===== src/rtl/alu_pkg.sv =====
// Shared opcodes, flag indices, issue FSM states and command layout for the ALU issue stage.
package alu_pkg;

    localparam logic [3:0] OP_ADDSUB = 4'b0000;
    localparam logic [3:0] OP_MUL    = 4'b0010;
    localparam logic [3:0] OP_AND    = 4'b1000;
    localparam logic [3:0] OP_OR     = 4'b1001;
    localparam logic [3:0] OP_XOR    = 4'b1010;
    localparam logic [3:0] OP_NOT    = 4'b1100;
    localparam logic [3:0] OP_SHL    = 4'b0100;
    localparam logic [3:0] OP_SHR    = 4'b0101;

    localparam int FLAG_CARRY = 0;
    localparam int FLAG_ZERO  = 1;
    localparam int FLAG_OVF   = 2;
    localparam int FLAG_SIGN  = 3;

    typedef enum logic [1:0] {
        IDLE = 2'd0,
        EXEC = 2'd1,
        RESP = 2'd2
    } issue_state_e;

    typedef struct packed {
        logic [3:0] op;
        logic       sub;
        logic [7:0] a;
        logic [7:0] b;
        logic       use_acc;
    } alu_cmd_t;

    function automatic logic op_is_legal(input logic [3:0] op);
        logic legal;
        legal = 1'b0;
        case (op)
            OP_ADDSUB, OP_MUL, OP_AND, OP_OR,
            OP_XOR, OP_NOT, OP_SHL, OP_SHR: legal = 1'b1;
            default:                        legal = 1'b0;
        endcase
        return legal;
    endfunction

endpackage


===== src/rtl/alu_cmd_fifo.sv =====
// Command FIFO for the ALU issue stage; extra pointer bit separates full from empty.
module alu_cmd_fifo #(
    parameter int DEPTH = 4,
    parameter int WIDTH = 8
) (
    input  logic             clk,
    input  logic             rst_n,
    input  logic             push,
    input  logic [WIDTH-1:0] push_data,
    input  logic             pop,
    output logic [WIDTH-1:0] pop_data,
    output logic             full,
    output logic             empty
);

    localparam int AW = $clog2(DEPTH);

    logic [WIDTH-1:0] mem [DEPTH];
    logic [AW:0]      wr_ptr;
    logic [AW:0]      rd_ptr;

    assign empty    = (wr_ptr == rd_ptr);
    assign full     = (wr_ptr[AW] != rd_ptr[AW]) && (wr_ptr[AW-1:0] == rd_ptr[AW-1:0]);
    assign pop_data = mem[rd_ptr[AW-1:0]];

    always_ff @(posedge clk or negedge rst_n) begin
        if (!rst_n) begin
            wr_ptr <= '0;
            rd_ptr <= '0;
        end else begin
            if (push && !full)  wr_ptr <= wr_ptr + 1'b1;
            if (pop && !empty)  rd_ptr <= rd_ptr + 1'b1;
        end
    end

    // Storage needs no reset: entries are only read between push and pop.
    always_ff @(posedge clk) begin
        if (push && !full) mem[wr_ptr[AW-1:0]] <= push_data;
    end

endmodule


===== src/rtl/alu_issue_stage.sv =====
// Buffers ALU commands, issues them on registered operand lines and captures the result.
// Optional ALU_ISSUE_STATS_EN adds saturating stat_ops / stat_ovf counters.
//
// state | meaning
// IDLE  | nothing in flight, waiting for a queued command
// EXEC  | operands driven on alu_*, ALU settling this cycle
// RESP  | response held on rsp_* until the consumer takes it
module alu_issue_stage
    import alu_pkg::*;
#(
    parameter int FIFO_DEPTH = 4,
    parameter int OP_W       = 4
) (
    input  logic            clk,
    input  logic            rst_n,
    input  logic            cmd_valid,
    output logic            cmd_ready,
    input  logic [OP_W-1:0] cmd_op,
    input  logic            cmd_sub,
    input  logic [7:0]      cmd_a,
    input  logic [7:0]      cmd_b,
    input  logic            cmd_use_acc,
    output logic [7:0]      alu_a,
    output logic [7:0]      alu_b,
    output logic [OP_W-1:0] alu_sel,
    output logic            alu_sub,
    input  logic [7:0]      alu_out,
    input  logic            alu_carry,
    input  logic            alu_zero,
    input  logic            alu_ovf,
    input  logic            alu_sign,
    output logic            rsp_valid,
    input  logic            rsp_ready,
    output logic [7:0]      rsp_result,
    output logic [3:0]      rsp_flags,
    output logic            rsp_err,
    output logic [7:0]      acc
`ifdef ALU_ISSUE_STATS_EN
    ,
    output logic [15:0]     stat_ops,
    output logic [15:0]     stat_ovf
`endif
);

    issue_state_e state;
    alu_cmd_t     push_cmd;
    alu_cmd_t     head_cmd;
    logic         fifo_full;
    logic         fifo_empty;
    logic         fifo_pop;
    logic         rsp_fire;

    assign cmd_ready = rst_n & ~fifo_full;
    assign push_cmd  = '{op: cmd_op, sub: cmd_sub, a: cmd_a, b: cmd_b, use_acc: cmd_use_acc};
    assign rsp_fire  = rsp_valid & rsp_ready;
    assign fifo_pop  = ~fifo_empty & ((state == IDLE) | ((state == RESP) & rsp_fire));

    alu_cmd_fifo #(
        .DEPTH (FIFO_DEPTH),
        .WIDTH ($bits(alu_cmd_t))
    ) u_fifo (
        .clk       (clk),
        .rst_n     (rst_n),
        .push      (cmd_valid & cmd_ready),
        .push_data (push_cmd),
        .pop       (fifo_pop),
        .pop_data  (head_cmd),
        .full      (fifo_full),
        .empty     (fifo_empty)
    );

    always_ff @(posedge clk or negedge rst_n) begin
        if (!rst_n) begin
            state      <= IDLE;
            alu_a      <= '0;
            alu_b      <= '0;
            alu_sel    <= '0;
            alu_sub    <= 1'b0;
            rsp_valid  <= 1'b0;
            rsp_result <= '0;
            rsp_flags  <= '0;
            rsp_err    <= 1'b0;
            acc        <= '0;
        end else begin
            // acc is already final for the previous command whenever a pop happens.
            if (fifo_pop) begin
                alu_a   <= head_cmd.use_acc ? acc : head_cmd.a;
                alu_b   <= head_cmd.b;
                alu_sel <= head_cmd.op;
                alu_sub <= head_cmd.sub;
            end
            unique case (state)
                IDLE: begin
                    if (fifo_pop) state <= EXEC;
                end
                EXEC: begin
                    rsp_result <= alu_out;
                    rsp_flags  <= {alu_sign, alu_ovf, alu_zero, alu_carry};
                    rsp_err    <= ~op_is_legal(alu_sel);
                    if (op_is_legal(alu_sel)) acc <= alu_out;
                    rsp_valid  <= 1'b1;
                    state      <= RESP;
                end
                RESP: begin
                    if (rsp_fire) begin
                        rsp_valid <= 1'b0;
                        state     <= fifo_pop ? EXEC : IDLE;
                    end
                end
                default: state <= IDLE;
            endcase
        end
    end

`ifdef ALU_ISSUE_STATS_EN
    always_ff @(posedge clk or negedge rst_n) begin
        if (!rst_n) begin
            stat_ops <= '0;
            stat_ovf <= '0;
        end else if (rsp_fire) begin
            if (stat_ops != 16'hFFFF) stat_ops <= stat_ops + 16'd1;
            if (rsp_flags[FLAG_OVF] && (stat_ovf != 16'hFFFF)) stat_ovf <= stat_ovf + 16'd1;
        end
    end
`endif

endmodule


===== config.mk =====
export PLATFORM = sky130hd
export DESIGN_NAME = alu_issue_stage
export DESIGN_NICKNAME = d
export VERILOG_FILES = /design/src/rtl/alu_pkg.sv /design/src/rtl/alu_cmd_fifo.sv /design/src/rtl/alu_issue_stage.sv
export SDC_FILE = /design/constraint.sdc
export NUM_CORES = 1
export LEC_CHECK = 0
export ABC_AREA = 0
export BUFFER_PORTS_ARGS = -buffer_cell sky130_fd_sc_hd__buf_2
export CAP_MARGIN = 20
export CELL_PAD_IN_SITES_DETAIL_PLACEMENT = 1
export CELL_PAD_IN_SITES_GLOBAL_PLACEMENT = 2
export CORE_UTILIZATION = 34
export CTS_CLUSTER_SIZE = 40
export DETAILED_ROUTE_END_ITERATION = 12
export PLACE_DENSITY = 0.78
export SKIP_LAST_GASP = 1
export SLEW_MARGIN = 20
export SYNTH_ARGS = -nofsm -noshare
export SYNTH_HDL_FRONTEND = slang
export SYNTH_SLANG_ARGS = --single-unit

===== constraint.sdc =====
create_clock -name clk -period 2.8 [get_ports clk]
set_clock_uncertainty 0.1 [all_clocks]
set_input_delay 0.42 -clock clk [delete_from_list [all_inputs] [get_ports clk]]
set_output_delay 0.42 -clock clk [all_outputs]
set_load 0.1 [all_outputs]

==> results_dict.tcl <==
set metrics [dict create \
    hold_violations 0 \
    finalWorstSetupSlack_ns 0.645 \
    cts_buffers 17 \
    drive_above_1_share 0.454 \
    timing.final.crit_share 0.770 \
    max_cap_violations 0 \
    synth_top_area_frac 0.495 \
    relSlewSlack 0.540 \
    drt-initial-drc-count 121 \
    floorplan.initialDensity 0.350 \
    synth_ff_type "edfxtp_1" \
    clock_path_buffers 2 \
    cpPeakStageDelay_ns 0.51 \
    placed_area_sq_um 6030 \
    hp-class "input port to asynchronous set/reset pin" \
    io_pins 82 \
    htreeDepth 4 \
    dieArea_sq_um 16200 \
    period_minus_slack_ns 2.16 \
    root_buffer "clkbuf_16" \
    post-place-ws_ns 0.648 \
    vias 2776 \
    fin_nets 413 \
    grt_pass1_vias 2967 \
    slew_viol_final 0 \
    ys_types 27 \
    path_cells "xnor2_2 > a31oi_1 > and2_1 > buf_4" \
    multi_input_area_sq_um 1330 \
    via_per_inst 4.67 \
    grtUsageTotal 0.147 \
    r2r_setup_slack_ns 0.64 \
    wl_per_cell_um 18.1 \
    syn_nets 314 \
    die_w_um 127 \
    core_area_sq_um 15300 \
    row_count 45 \
    clock_sinks 139 \
    ant_nets 0 \
    cts_resized 0 \
    status "finished clean" \
    cts_hold_buf 0 \
    dr.pass1.iters 4 \
    worstSetupEndpointType "flop" \
    antenna_found_initial 0 \
    synthToLayoutAreaGrowth_pct 24.9 \
    cts.clk_slew.worst_paths_ns 0.06 \
    numPortBuffers 81 \
    synth_area_sq_um 5340 \
    fillers 1474 \
    gr-total-overflow 0 \
    critPathLaunchType "flop" \
    reg2regPathDepth 4 \
    yosys-top-cells-count "edfxtp_1 (88), dfrtp_1 (51), mux2_2 (25)" \
    synth_edf_count 88 \
    dp_hpwl_mm 6.84 \
    synth-seq-cells 139 \
    path_class "flop to flop" \
    tns_ns 0 \
    setup_violations 0 \
    yosys_warnings 0 \
    die_h_um 127 \
    syn_area_per_cell_sq_um 19.7 \
    synth_seq_area_share 0.734 \
    finalInstanceArea_sq_um 6670 \
    timing.rr.end "u_fifo.mem[2][5]$_DFFE_PP_" \
    diodes 0 \
    synthArstFlopShare 0.367 \
    crit_fanout 22 \
    drc 0 \
    syn_inst 271 \
    fin_util 0.437 \
    drt-total-wl_mm 10.7 \
    globalplace.congestion 0.680 \
    crit_arrival_ns 2.12 \
    critPathSlowestCell "a31oi_1" \
    rr_startpoint "u_fifo.rd_ptr[0]$_DFFE_PN0P_" \
    rsz0062_at_grt "no" \
    synth_area_leaders "edfxtp_1 (50%), dfrtp_1 (24%), mux4_2 (9.3%)" \
    postCtsSetupBuffers 0 \
    max_slew.worst_pin.slew_ns 0.690 \
    seq_area_sq_um 3920 \
    clock_latency_ns 0.40 \
    yosysTopAreaCell "edfxtp_1" \
    required_ns 2.77 \
    yosysMostFrequentCell "edfxtp_1" \
    tritoncts "yes" \
    grt_pass1_wl_mm 17.3 \
    grt_max_degree 52 \
    fmax_mhz 464 \
]
cells in the final DEF (no fill, tap or decap), types with 2 or more instances in the layout:
cell type	netlist	final
mux2_1	9	9
clkbuf_8	0	3
and2_1	4	4
a21oi_1	12	12
nand2_1	4	4
nand2b_1	2	2
mux2_2	25	25
mux4_2	22	22
nor2_1	9	9
clkinv_2	0	3
clkinv_1	0	2
xnor2_1	3	3
ha_1	5	5
edfxtp_1	88	88
xor2_1	3	3
dfrtp_1	51	50
inv_1	5	5
buf_2	4	80
mux2i_1	8	8
clkbuf_16	0	17
buf_4	3	10
bufinv_16	0	4
xnor2_2	2	2
cell families after synthesis:
family                   after synthesis  share of synthesized area
flip-flops                           139                      0.734
multiplexers                          64                      0.180
AO/OA/AOI/OAI                         20                     0.0253
AND/OR/NAND/NOR                       19                     0.0162
buffers and inverters                 16                     0.0171
XOR/XNOR                               8                     0.0159
adder cells (fa/ha/maj)                5                     0.0117
layer usage:
layer,vias to the layer above,GRT usage,routed length (um)
met5,-,0,0
met4,0,0.0420,63
met2,68,0.239,5370
li1,1245,-,-
met3,5,0.0528,495
met1,1458,0.187,4800
critical path: cells and delay by family, from the launching register on:
family / cells / cell delay [ns]
flip-flops: 1 / 0.45
XOR/XNOR: 1 / 0.20
AO/OA/AOI/OAI: 1 / 0.51
AND/OR/NAND/NOR: 1 / 0.20
buffers and inverters: 1 / 0.34
cell type report:
class | count | share of cell area
tap | 211 | 0.0396
clock inverter | 12 | 0.0252
sequential | 139 | 0.588
clock buffer | 20 | 0.0700
multi-input combinational | 116 | 0.200
timing repair buffer | 91 | 0.0743
inverter | 5 | 0.00282
worst max path at each step:
stage | from | cells after the start | slack, ns | end
6_report | u_fifo.rd_ptr[0]$_DFFE_PN0P_ | 4 | 0.64 | u_fifo.mem[2][5]$_DFFE_PP_
5_1_grt | u_fifo.rd_ptr[0]$_DFFE_PN0P_ | 4 | 0.48 | u_fifo.mem[1][17]$_DFFE_PP_
4_1_cts | u_fifo.rd_ptr[0]$_DFFE_PN0P_ | 4 | 0.61 | u_fifo.mem[1][17]$_DFFE_PP_
3_5_place_dp | u_fifo.rd_ptr[0]$_DFFE_PN0P_ | 4 | 0.65 | alu_a[6]$_DFFE_PN0P_
3_3_place_gp | u_fifo.rd_ptr[0]$_DFFE_PN0P_ | 4 | 0.70 | alu_a[6]$_DFFE_PN0P_
2_1_floorplan | rsp_valid$_DFFE_PN0P_ | 4 | 0.34 | alu_b[0]$_DFFE_PN0P_
state kept, by name, indices dropped and copies added, names as in the netlist, 4 cells and up:
signal	count
acc	8
alu_a	8
alu_b	8
alu_sel	4
rsp_flags	4
rsp_result	8
u_fifo.mem	88
per-stage QoR:
stage	hold slack, ns	cells
floorplan	0.0244	271
finish	0.0889	594
global placement	0.370	562
global route	0.105	594
detailed placement	0.392	562
CTS	0.107	594
Power is left out: the tool's default activity adds up to more than one toggle a clock period on the data nets, which glitch-free logic cannot reach.
